### src/rtl/pipe_pkg.sv
// Shared definitions for the pipe_stage_chain slice: flush-control width helper,
// the largest supported chain depth and the flush-request record.
package pipe_pkg;

    localparam int STAGES_MAX = 8;

    // Width needed to encode a count from 0 up to n inclusive.
    function automatic int dw(input int n);
        return $clog2(n + 1);
    endfunction

    localparam int FLUSH_W = dw(STAGES_MAX);

    typedef struct packed {
        logic               req;
        logic [FLUSH_W-1:0] depth;
        logic [FLUSH_W-1:0] delay;
    } flush_req_t;

endpackage

### src/rtl/pipe_stage_reg.sv
// One pipeline slot: valid bit plus opaque payload.
// Priority on each edge is kill, then hold, then bubble, then load.
module pipe_stage_reg #(
    parameter int               WIDTH     = 64,
    parameter logic [WIDTH-1:0] NOP_VALUE = '0
) (
    input  logic             clk,
    input  logic             reset,
    input  logic             hold,
    input  logic             kill,
    input  logic             bubble,
    input  logic             load_valid,
    input  logic [WIDTH-1:0] load_data,
    output logic             valid,
    output logic [WIDTH-1:0] data
);

    always_ff @(posedge clk or posedge reset) begin
        if (reset) begin
            valid <= 1'b0;
            data  <= NOP_VALUE;
        end else if (kill) begin
            valid <= 1'b0;
            data  <= NOP_VALUE;
        end else if (hold) begin
            valid <= valid;
            data  <= data;
        end else if (bubble) begin
            valid <= 1'b0;
            data  <= NOP_VALUE;
        end else begin
            valid <= load_valid;
            data  <= load_data;
        end
    end

endmodule

### src/rtl/pipe_stage_chain.sv
// Chain of STAGES register slots with cascading stall, immediate and delayed flush.
// Optional performance counters are enabled with PIPE_STAGE_CHAIN_PERF_EN.
module pipe_stage_chain
    import pipe_pkg::*;
#(
    parameter int               WIDTH     = 64,
    parameter int               STAGES    = 4,
    parameter logic [WIDTH-1:0] NOP_VALUE = '0
) (
    input  logic                      clk,
    input  logic                      reset,
    input  logic                      in_valid,
    input  logic [WIDTH-1:0]          in_data,
    output logic                      in_ready,
    input  logic [STAGES-1:0]         stall,
    input  logic                      flush_req,
    input  logic [dw(STAGES)-1:0]     flush_depth,
    input  logic [dw(STAGES)-1:0]     flush_delay,
    output logic [STAGES-1:0]         stage_valid,
    output logic [STAGES*WIDTH-1:0]   stage_data,
    output logic                      out_valid,
    output logic [WIDTH-1:0]          out_data,
    output logic                      flush_pending,
    output logic [31:0]               flushed_cnt,
    output logic [31:0]               bubble_cnt
);

    logic [STAGES-1:0] hold;
    logic [STAGES-1:0] kill;
    logic [STAGES-1:0] vld;
    logic [WIDTH-1:0]  dat [STAGES];

    flush_req_t        pend_q;
    logic              fire_req;
    logic              fire_pend;
    logic              flush_now;
    logic [FLUSH_W-1:0] depth_req;
    logic [FLUSH_W-1:0] depth_pend;
    logic [FLUSH_W-1:0] depth_eff;
    logic              hold_acc;

    function automatic logic [FLUSH_W-1:0] clamp_depth(input logic [FLUSH_W-1:0] d);
        return (d > FLUSH_W'(STAGES)) ? FLUSH_W'(STAGES) : d;
    endfunction

    // A stall at stage j freezes every younger stage as well.
    always_comb begin
        hold_acc = 1'b0;
        hold     = '0;
        for (int i = STAGES - 1; i >= 0; i--) begin
            hold_acc = hold_acc | stall[i];
            hold[i]  = hold_acc;
        end
    end

    always_comb begin
        fire_req   = flush_req && (flush_delay == '0);
        fire_pend  = pend_q.req && (pend_q.delay == '0);
        flush_now  = fire_req || fire_pend;
        depth_req  = fire_req  ? clamp_depth(FLUSH_W'(flush_depth)) : '0;
        depth_pend = fire_pend ? clamp_depth(pend_q.depth)          : '0;
        depth_eff  = (depth_req > depth_pend) ? depth_req : depth_pend;
    end

    assign in_ready = !hold[0] && !flush_now;

    // Delayed flush: a new request always overwrites; the countdown only moves on accepted entries.
    always_ff @(posedge clk or posedge reset) begin
        if (reset) begin
            pend_q <= '0;
        end else if (flush_req && (flush_delay != '0)) begin
            pend_q.req   <= 1'b1;
            pend_q.depth <= FLUSH_W'(flush_depth);
            pend_q.delay <= FLUSH_W'(flush_delay);
        end else if (fire_pend) begin
            pend_q <= '0;
        end else if (pend_q.req && in_valid && in_ready) begin
            pend_q.delay <= pend_q.delay - 1'b1;
        end
    end

    assign flush_pending = pend_q.req;

    for (genvar i = 0; i < STAGES; i++) begin : g_stage
        logic             st_hold;
        logic             st_bubble;
        logic             ld_valid;
        logic [WIDTH-1:0] ld_data;

        if (i == 0) begin : g_head
            assign st_hold   = ~in_ready;
            assign st_bubble = 1'b0;
            assign ld_valid  = in_valid;
            assign ld_data   = in_data;
        end else begin : g_body
            assign st_hold   = hold[i];
            assign st_bubble = hold[i-1] & ~hold[i];
            assign ld_valid  = vld[i-1];
            assign ld_data   = dat[i-1];
        end

        assign kill[i] = flush_now && (FLUSH_W'(i) < depth_eff);

        pipe_stage_reg #(
            .WIDTH     (WIDTH),
            .NOP_VALUE (NOP_VALUE)
        ) u_reg (
            .clk        (clk),
            .reset      (reset),
            .hold       (st_hold),
            .kill       (kill[i]),
            .bubble     (st_bubble),
            .load_valid (ld_valid),
            .load_data  (ld_data),
            .valid      (vld[i]),
            .data       (dat[i])
        );

        assign stage_data[i*WIDTH +: WIDTH] = dat[i];
    end

    assign stage_valid = vld;
    assign out_valid   = vld[STAGES-1];
    assign out_data    = dat[STAGES-1];

`ifdef PIPE_STAGE_CHAIN_PERF_EN
    logic [31:0] flushed_q;
    logic [31:0] bubble_q;

    function automatic logic [31:0] sat_add(input logic [31:0] a, input logic [31:0] b);
        logic [32:0] s;
        s = {1'b0, a} + {1'b0, b};
        return s[32] ? '1 : s[31:0];
    endfunction

    always_ff @(posedge clk or posedge reset) begin
        if (reset) begin
            flushed_q <= '0;
            bubble_q  <= '0;
        end else begin
            flushed_q <= sat_add(flushed_q, 32'($countones(vld & kill)));
            bubble_q  <= sat_add(bubble_q, {31'd0, ~out_valid});
        end
    end

    assign flushed_cnt = flushed_q;
    assign bubble_cnt  = bubble_q;
`else
    assign flushed_cnt = '0;
    assign bubble_cnt  = '0;
`endif

endmodule

### config.mk
export PLATFORM = sky130hd
export DESIGN_NAME = pipe_stage_chain
export DESIGN_NICKNAME = d
export VERILOG_FILES = /design/src/rtl/pipe_pkg.sv /design/src/rtl/pipe_stage_reg.sv /design/src/rtl/pipe_stage_chain.sv
export SDC_FILE = /design/constraint.sdc
export NUM_CORES = 1
export LEC_CHECK = 0
export CORE_AREA = 2 2 184 186
export DETAILED_ROUTE_END_ITERATION = 6
export DIE_AREA = 0 0 186 188
export GPL_ROUTABILITY_DRIVEN = 0
export PLACE_DENSITY_LB_ADDON = 0.15
export SLEW_MARGIN = 20
export SYNTH_ARGS = -nofsm -noshare
export SYNTH_HDL_FRONTEND = slang
export SYNTH_SLANG_ARGS = --single-unit
### constraint.sdc
create_clock -name clk -period 14.22 [get_ports clk]
set_input_delay 4.266 -clock clk [delete_from_list [all_inputs] [get_ports clk]]
set_output_delay 4.266 -clock clk [all_outputs]
set_load 0.02 [all_outputs]
After elaboration in Yosys (flattened, before gate mapping)
Cells that the tools add are included.
{ "word_totals": {"register_bits": 269, "out_inout_bits": 391} }
{ "classes": {"order_cmp": 7, "bitwise_logic": 9, "reduce_logical": 19, "n_addsub": 1, "n_mux": 31, "n_eq_ne": 3} }
{ "op_table": {"columns": ["cell", "count"], "rows": [
  ["two-way mux 64 bit", 11],
  ["two-way mux 4 bit", 5],
  ["two-way mux 1 bit", 11],
  ["logical AND 1 bit", 10],
  ["two-way mux 9 bit", 1],
  ["< comparator 1 x 4 -> 1 bit, first input constant", 2],
  ["< comparator 2 x 4 -> 1 bit, first input constant", 2],
  ["two-way mux 3 bit", 2],
  ["!= test 2 x 1 -> 1 bit, second input constant", 3],
  ["nonzero test 3 bit", 2],
  ["two-way mux 5 bit", 1],
  ["> comparator 3 x 4 -> 1 bit", 1],
  ["> comparator 4 x 3 -> 1 bit, second input constant", 1],
  ["zero test 4 bit", 1],
  ["nonzero test 2 bit", 2],
  ["subtractor 4 x 1 -> 4 bit, second input constant", 1],
  ["AND 1 bit", 3],
  ["> comparator 3 bit, second input constant", 1],
  ["zero test 3 bit", 1],
  ["inverter 1 bit", 3],
  ["bitwise OR 1 bit", 3],
  ["zero test 1 bit", 2],
  ["logical OR 1 bit", 1]
]} }

Longest topological paths before layout
Gate-level depths: netlist (run 1).
{ "depth": {"depth_word": 9, "ltp_mapped": 14} }

Modules after synthesis
From an unflattened synthesis (run 1), not the netlist that was laid out.
{ "unflattened": {"cells_unflattened": 1120, "area_unflattened_um2": 12439.4} }
{ "modules_own_cells": {"columns": ["module", "cells_per_inst", "area_per_inst_um2", "n_inst"], "rows": [
  ["pipe_stage_reg", 224, 2678.8, 4],
  ["pipe_stage_chain", 224, 1724.2, 1]
]} }

Worst setup path before layout (run 1)
Ideal clock, no wire load.
{ "synth_timing": {"kind": "input -> output", "startpoint": "input stall[2]", "endpoint": "output in_ready", "path_buffers": 3, "setup_slack_ns": 4.316, "arrival_ns": 5.638, "stages": 7, "path_cell_list": "or3_1 clkbuf_1 nor2_1 nand2_1 clkinv_1 buf_2 clkbuf_1"} }
{ "synth_between": {"elab_chain_len": 5} }
{ "synth_lines": {"columns": ["element", "line_no", "rtl"], "rows": [
  ["start: declaration", "pipe_stage_chain.sv:15", "input logic [STAGES-1:0] stall,"],
  ["bitwise OR 1 bit (3 in a row)", "pipe_stage_chain.sv:51", "hold_acc = hold_acc | stall[i];"],
  ["zero test 1 bit", "pipe_stage_chain.sv:65", "assign in_ready = !hold[0] && !flush_now;"],
  ["logical AND 1 bit", "pipe_stage_chain.sv:65", null],
  ["end: declaration", "pipe_stage_chain.sv:14", "output logic in_ready,"]
]} }
No other way between the ends.

Worst setup path after layout (run 1)
{ "layout_timing": {"startpoint": "input stall[1]", "endpoint": "output in_ready"} }
{ "layout_between": {"elab_chain_len": 4} }
{ "layout_lines": {"columns": ["element", "line_no"], "rows": [
  ["bitwise OR 1 bit (2 in a row)", "pipe_stage_chain.sv:51"],
  ["zero test 1 bit", "pipe_stage_chain.sv:65"],
  ["logical AND 1 bit", "pipe_stage_chain.sv:65"]
]} }
No other way between the ends.

==> results.py, run 1 <==
metrics = {
    "outcome": {
        "status": "finished clean",
    },
    "sta": {
        "min_period_ns": 11.10,
        "slew_headroom_pct": 32.5,
        "tightest_slew_ns": 1.01,
        "fin_ws_ns": 3.12,
        "finalMaxSlewViolations": 0,
        "grt_setup_unrepaired": "no",
        "min_period_over_period_pct": 78.0,
        "hold_violations": 0,
        "finalClockSkew_ns": 0.00951,
        "fin_tns_setup_ns": 0,
        "fmax_ghz": 0.0901,
        "setup_viol": 0,
    },
    "setup_path": {
        "startpoint": "stall[1]",
        "crit_type": "in2out",
        "r2r-start": "pend_q[0]",
        "cp_cell_sequence": "buf_2, buf_4, or3_4, nor2_1, nand2_1, buf_4, clkinv_2, clkdlybuf4s50_1",
        "path_common_cell": "buf_4",
        "critPathBufInv": 5,
        "cp-endpoint": "in_ready",
        "startpoint_type": "input port",
        "cp_top_family": "buffers and inverters",
        "crit_arrival_ns": 6.83,
        "r2r_end": "g_stage[2].u_reg.data[40]",
        "cp_slowest_stage_delay_ns": 0.67,
        "crit_path_end_kind": "output pin",
        "crit_fanout": 66,
        "worst_path_max_delay_cell": "or3_4",
        "ff2ff_path_depth": 11,
        "crit_cells": 8,
        "worstPathRequired_ns": 9.95,
        "reg2reg_slack_ns": 9.76,
    },
    "yosys": {
        "synth_cell_type_count": 36,
        "ys_seq_area_share_pct": 54.4,
        "synth_area_sq_um": 12300,
        "yosys.area.top_type": "dfrtp_1",
        "synth.most_common_cell": "dfrtp_1",
        "synth.top_cell.area_share_pct": 54.4,
        "ys_ff_latch": 268,
        "dominantRegCellSynth": "dfrtp_1",
        "yosysWarnings": 0,
        "ys_top_cells_by_area": "dfrtp_1, buf_4, a21oi_1, nor3b_1, a22o_1",
        "synth_edf_count": 0,
        "syn_inst": 1194,
        "synth_commonest_cells": "dfrtp_1, a21oi_1, buf_4, nor3b_1, clkbuf_1",
        "synth-async-reset-ratio_pct": 100,
        "avgSynthCellArea_sq_um": 10.3,
    },
    "routing": {
        "drtPass1Iterations": 4,
        "vias": 9932,
        "viasPerCell": 5.12,
        "wire_per_inst_microns": 20.1,
        "drc_errors": 0,
        "finalWirelength_microns": 39000,
        "drtIter0Drc": 601,
        "ant_nets": 0,
    },
    "global_routing": {
        "grt_max_degree": 130,
        "grt-ovfl-total": 0,
        "grt_usage_pct": 21.9,
        "grt_pass1_wl_microns": 59800,
        "grt_pass1_vias": 9737,
        "antenna_found_initial": 6,
    },
    "clock_tree": {
        "htree_levels": 1,
        "post-cts-setup-buffer-count": 0,
        "clk_latency_ns": 0.56,
        "cts_max_path_buffers": 3,
        "tritoncts": "built",
        "cts_hold_buffers": 0,
        "numCtsBuffers": 30,
        "root_buffer": "clkbuf_16",
        "cts-resized-gates": 0,
        "cts_sinks": 268,
        "clk_pin_slew_worst_paths_ns": 0.06,
    },
    "finish": {
        "layout.nets": 1551,
        "post_route_cells_drive_above_1_share_pct": 4.90,
        "area_delta_synth_final_pct": 36.7,
    },
    "floorplanning": {
        "die_area_sq_um": 35000,
        "num_rows": 67,
        "dieWidth_microns": 186,
        "dieHeight_microns": 188,
        "initial_core_util_pct": 37.2,
        "coreArea_sq_um": 33100,
        "io_pins": 469,
    },
    "power_and_ir_drop": {
        "p_leak_uw": 0.00712,
        "p_per_area_nw_per_um2": 164,
        "ir_worst_vdd_v": 0.0000995,
    },
    "place": {
        "hpwl_microns": 26100,
        "dp_slack_ns": 3.10,
        "port_buffers": 404,
    },
    "worst_hold_path": {
        "hp-class": "reg2reg",
        "min_from": "pend_q[4]",
    },
    "run": {
        "cap_violations": 0,
    },
}
## metal layers
metal  global-route usage (%)  vias to the layer above  part of all wire, %  routed length, microns
li1                         -                     4571                    -                       -
met1                     29.6                     4928                   43                   16700
met2                     35.9                      373                   48                   18700
met3                     4.43                       56                  7.0                    2740
met4                     5.81                        4                  2.3                     883
met5                        0                        -                0.072                      28
## metrics by stage
| stage | utilization (%) | cell area, sq um | power, uW | std cells | hold WS, ns |
|---|---|---|---|---|---|
| after floorplan | - | 12600 | 1560 | 1257 | 0.460 |
| after global placement | 47.9 | 15900 | 2010 | 1884 | 0.489 |
| after detailed placement | 47.9 | 15900 | 2020 | 1884 | 0.491 |
| after CTS | 50.9 | 16800 | 2790 | 1937 | 0.506 |
| after global routing | 50.9 | 16900 | 2900 | 1940 | 0.534 |
| final | 50.9 | 16900 | 2760 | 1941 | 0.503 |
## cell type report
class,instances,area [sq um]
diodes,4,10.0
clock buffers,48,920
clock inverters,5,52.6
fillers,2955,16300
inverters,9,42.5
multi-input cells,741,4430
flip-flops and latches,268,6710
well taps,448,561
repair buffers,418,4140
## where the power goes
group | switching [uW] | leakage, uW | internal [uW]
Sequential | 153 | 0.00366 | 918
Clock | 307 | 0.000476 | 456
Combinational | 518 | 0.00299 | 412
## cell usage in the layout (no fill, tap or decap), types with 34 or more instances in the layout
cell,instances
mux2i_1,34
o21ai_0,36
nor2_1,72
nor3b_1,132
dfrtp_1,268
conb_1,64
nor3_1,35
nand2_1,38
clkdlybuf4s50_1,402
a21oi_1,201
a22o_1,65
## worst register-to-register path, cell delays in order, from the launching register on
cell,delay [ns]
dfrtp_1,0.39
inv_1,0.08
ha_1,0.20
nand4bb_1,0.28
nor3b_1,0.54
ha_1,0.24
inv_1,0.04
a211oi_1,0.58
or3_1,0.46
buf_4,0.38
nand3_4,0.71
a21oi_1,0.46
## cell families after synthesis
logic type,Yosys count,share of synthesized area [%]
AOI/OAI and AO/OA,307,14.6
adders and majority gates,5,0.507
buffers and inverters,248,12.1
other,1,0.0304
DFF,268,54.4
muxes,34,2.76
xor gates and xnor gates,1,0.0710
and+or+nand+nor,330,15.6
## worst min-delay path by stage
stage | depth (start not counted) | end | slack [ns]
2_1_floorplan | 2 | pend_q[4] | 0.46
3_3_place_gp | 2 | pend_q[4] | 0.49
3_5_place_dp | 2 | pend_q[4] | 0.49
4_1_cts | 2 | pend_q[4] | 0.51
5_1_grt | 1 | g_stage[3].u_reg.data[42] | 0.53
6_report | 2 | pend_q[4] | 0.50
## sequential cells by signal, indices dropped and copies added, names as in the netlist
register	count
g_stage.u_reg.data	256
pend_q	7
g_stage.u_reg.valid	4
flush_pending	1
No activity file was read; power rests on OpenSTA's default activity.
==> run 2: changes to the inputs <==
clock period = 9.8 ns   (was 14.22 ns; I/O delays follow)
==> results.py, run 2 (synthesis results as in run 1) <==
metrics = {
    "finish": {
        "regMostFlops": "g_stage.u_reg.data",
        "largest_reg_flops": 256,
        "final_common_cell": "clkdlybuf4s50_1",
        "layout.nets": 1551,
        "post_route_cells_drive_above_1_share_pct": 5.50,
        "top_regs": "g_stage.u_reg.data: 256 flops, pend_q: 7 flops, g_stage.u_reg.valid: 4 flops",
        "design_area_sq_um": 17100,
        "area_delta_synth_final_pct": 38.3,
        "final_cell_mix": "clkdlybuf4s50_1, dfrtp_1, a21oi_1",
    },
    "routing": {
        "ant_nets": 0,
        "drtIter0Drc": 578,
        "viasPerCell": 5.07,
        "vias": 9837,
        "finalWirelength_microns": 39200,
        "drtPass1Iterations": 5,
        "drc_errors": 0,
        "wire_per_inst_microns": 20.2,
    },
    "clock_tree": {
        "cts_sinks": 268,
        "post-cts-setup-buffer-count": 0,
        "cts_hold_buffers": 0,
        "root_buffer": "clkbuf_16",
        "htree_levels": 1,
        "cts-resized-gates": 0,
        "tritoncts": "built",
        "numCtsBuffers": 30,
        "cts_max_path_buffers": 3,
        "clk_pin_slew_worst_paths_ns": 0.06,
        "clk_latency_ns": 0.55,
    },
    "sta": {
        "tightest_slew_ns": 1.05,
        "fin_ws_ns": 1.68,
        "min_period_over_period_pct": 82.8,
        "finalClockSkew_ns": 0.00823,
        "fin_tns_setup_ns": 0,
        "finalMaxSlewViolations": 0,
        "fin_hold_ws_ns": 0.492,
        "grt_setup_unrepaired": "no",
        "fmax_ghz": 0.123,
        "slew_headroom_pct": 29.9,
        "hold_violations": 0,
        "min_period_ns": 8.12,
        "setup_viol": 0,
    },
    "power_and_ir_drop": {
        "p_int_uw": 2760,
        "p_per_area_nw_per_um2": 246,
        "p_leak_uw": 0.00722,
        "ir_worst_vdd_v": 0.000148,
        "combPwrFrac_pct": 32.4,
        "p_sw_uw": 1430,
        "sw_frac_of_total_pct": 34.2,
        "pwr-share-clk_pct": 30.7,
        "seqPwrFrac_pct": 36.9,
    },
    "global_routing": {
        "grt-ovfl-total": 0,
        "grt_usage_pct": 21.9,
        "grt_pass1_wl_microns": 59500,
        "grt_pass1_vias": 9425,
        "grt_max_degree": 155,
        "antenna_found_initial": 3,
    },
    "run": {
        "cap_violations": 0,
    },
    "floorplanning": {
        "io_pins": 469,
        "die_area_sq_um": 35000,
        "initial_core_util_pct": 37.2,
        "dieWidth_microns": 186,
        "num_rows": 67,
        "coreArea_sq_um": 33100,
        "dieHeight_microns": 188,
    },
    "place": {
        "dp_slack_ns": 1.70,
        "hpwl_microns": 25600,
        "port_buffers": 404,
        "placed_cell_area_sq_um": 15900,
    },
    "outcome": {
        "status": "finished clean",
    },
    "setup_path": {
        "startpoint_type": "input port",
        "crit_fanout": 45,
        "crit_type": "in2out",
        "ff2ff_path_depth": 10,
        "r2r_end": "g_stage[2].u_reg.data[33]",
        "cp-endpoint": "in_ready",
        "startpoint": "stall[2]",
        "crit_arrival_ns": 5.18,
        "worstPathRequired_ns": 6.86,
        "crit_path_end_kind": "output pin",
        "reg2reg_slack_ns": 5.51,
        "r2r-start": "pend_q[0]",
    },
    "worst_hold_path": {
        "hp-class": "reg2reg",
    },
}
run 2: layout make-up:
cell class,instances,area [sq um]
fill,2945,16100
timing repair buffer,418,4160
clock inverter,13,244
antenna,2,5.00
multi-input combinational,741,4430
sequential,268,6710
tap,448,561
clock buffer,42,907
inverter,9,38.8
run 2: worst max-delay path, cell delays in order:
cell             delay [ns]
clkdlybuf4s50_1        0.42
or3_4                  0.62
nor2_1                 0.17
nand2_1                0.07
buf_4                  0.25
clkinv_2               0.08
clkdlybuf4s50_1        0.60
run 2: worst min path at each step:
stage,end,start,cells after the start
after global routing,pend_q[4],pend_q[4],2
after floorplan,pend_q[4],pend_q[4],2
final,pend_q[4],pend_q[4],2
after detailed placement,pend_q[4],pend_q[4],2
after global placement,pend_q[4],pend_q[4],2
after CTS,pend_q[4],pend_q[4],2
run 2: metrics by stage:
| step | instances | power [uW] | utilization (%) |
|---|---|---|---|
| finish | 1941 | 4190 | 51.5 |
| detailed placement | 1884 | 2930 | 48.0 |
| global placement | 1884 | 2920 | 48.0 |
| floorplan | 1257 | 2260 | - |
| global route | 1939 | 4390 | 51.5 |
| CTS | 1939 | 4230 | 51.5 |
run 2: per-layer routing:
| metal | part of all wire, % | routed length, microns | GRT usage (%) |
|---|---|---|---|
| met1 | 44 | 17100 | 30.4 |
| met2 | 48 | 18800 | 35.8 |
| met3 | 6.9 | 2700 | 3.90 |
| met4 | 1.6 | 634 | 4.42 |
| met5 | 0.033 | 13 | 0 |
run 2: power groups by stage:
stage	logic (uW)	clock network [uW]	registers [uW]
2_1_floorplan	506	0	1760
4_1_cts	1370	1310	1550
3_5_place_dp	1370	0	1560
6_report	1360	1290	1550
3_3_place_gp	1360	0	1570
5_1_grt	1450	1370	1580
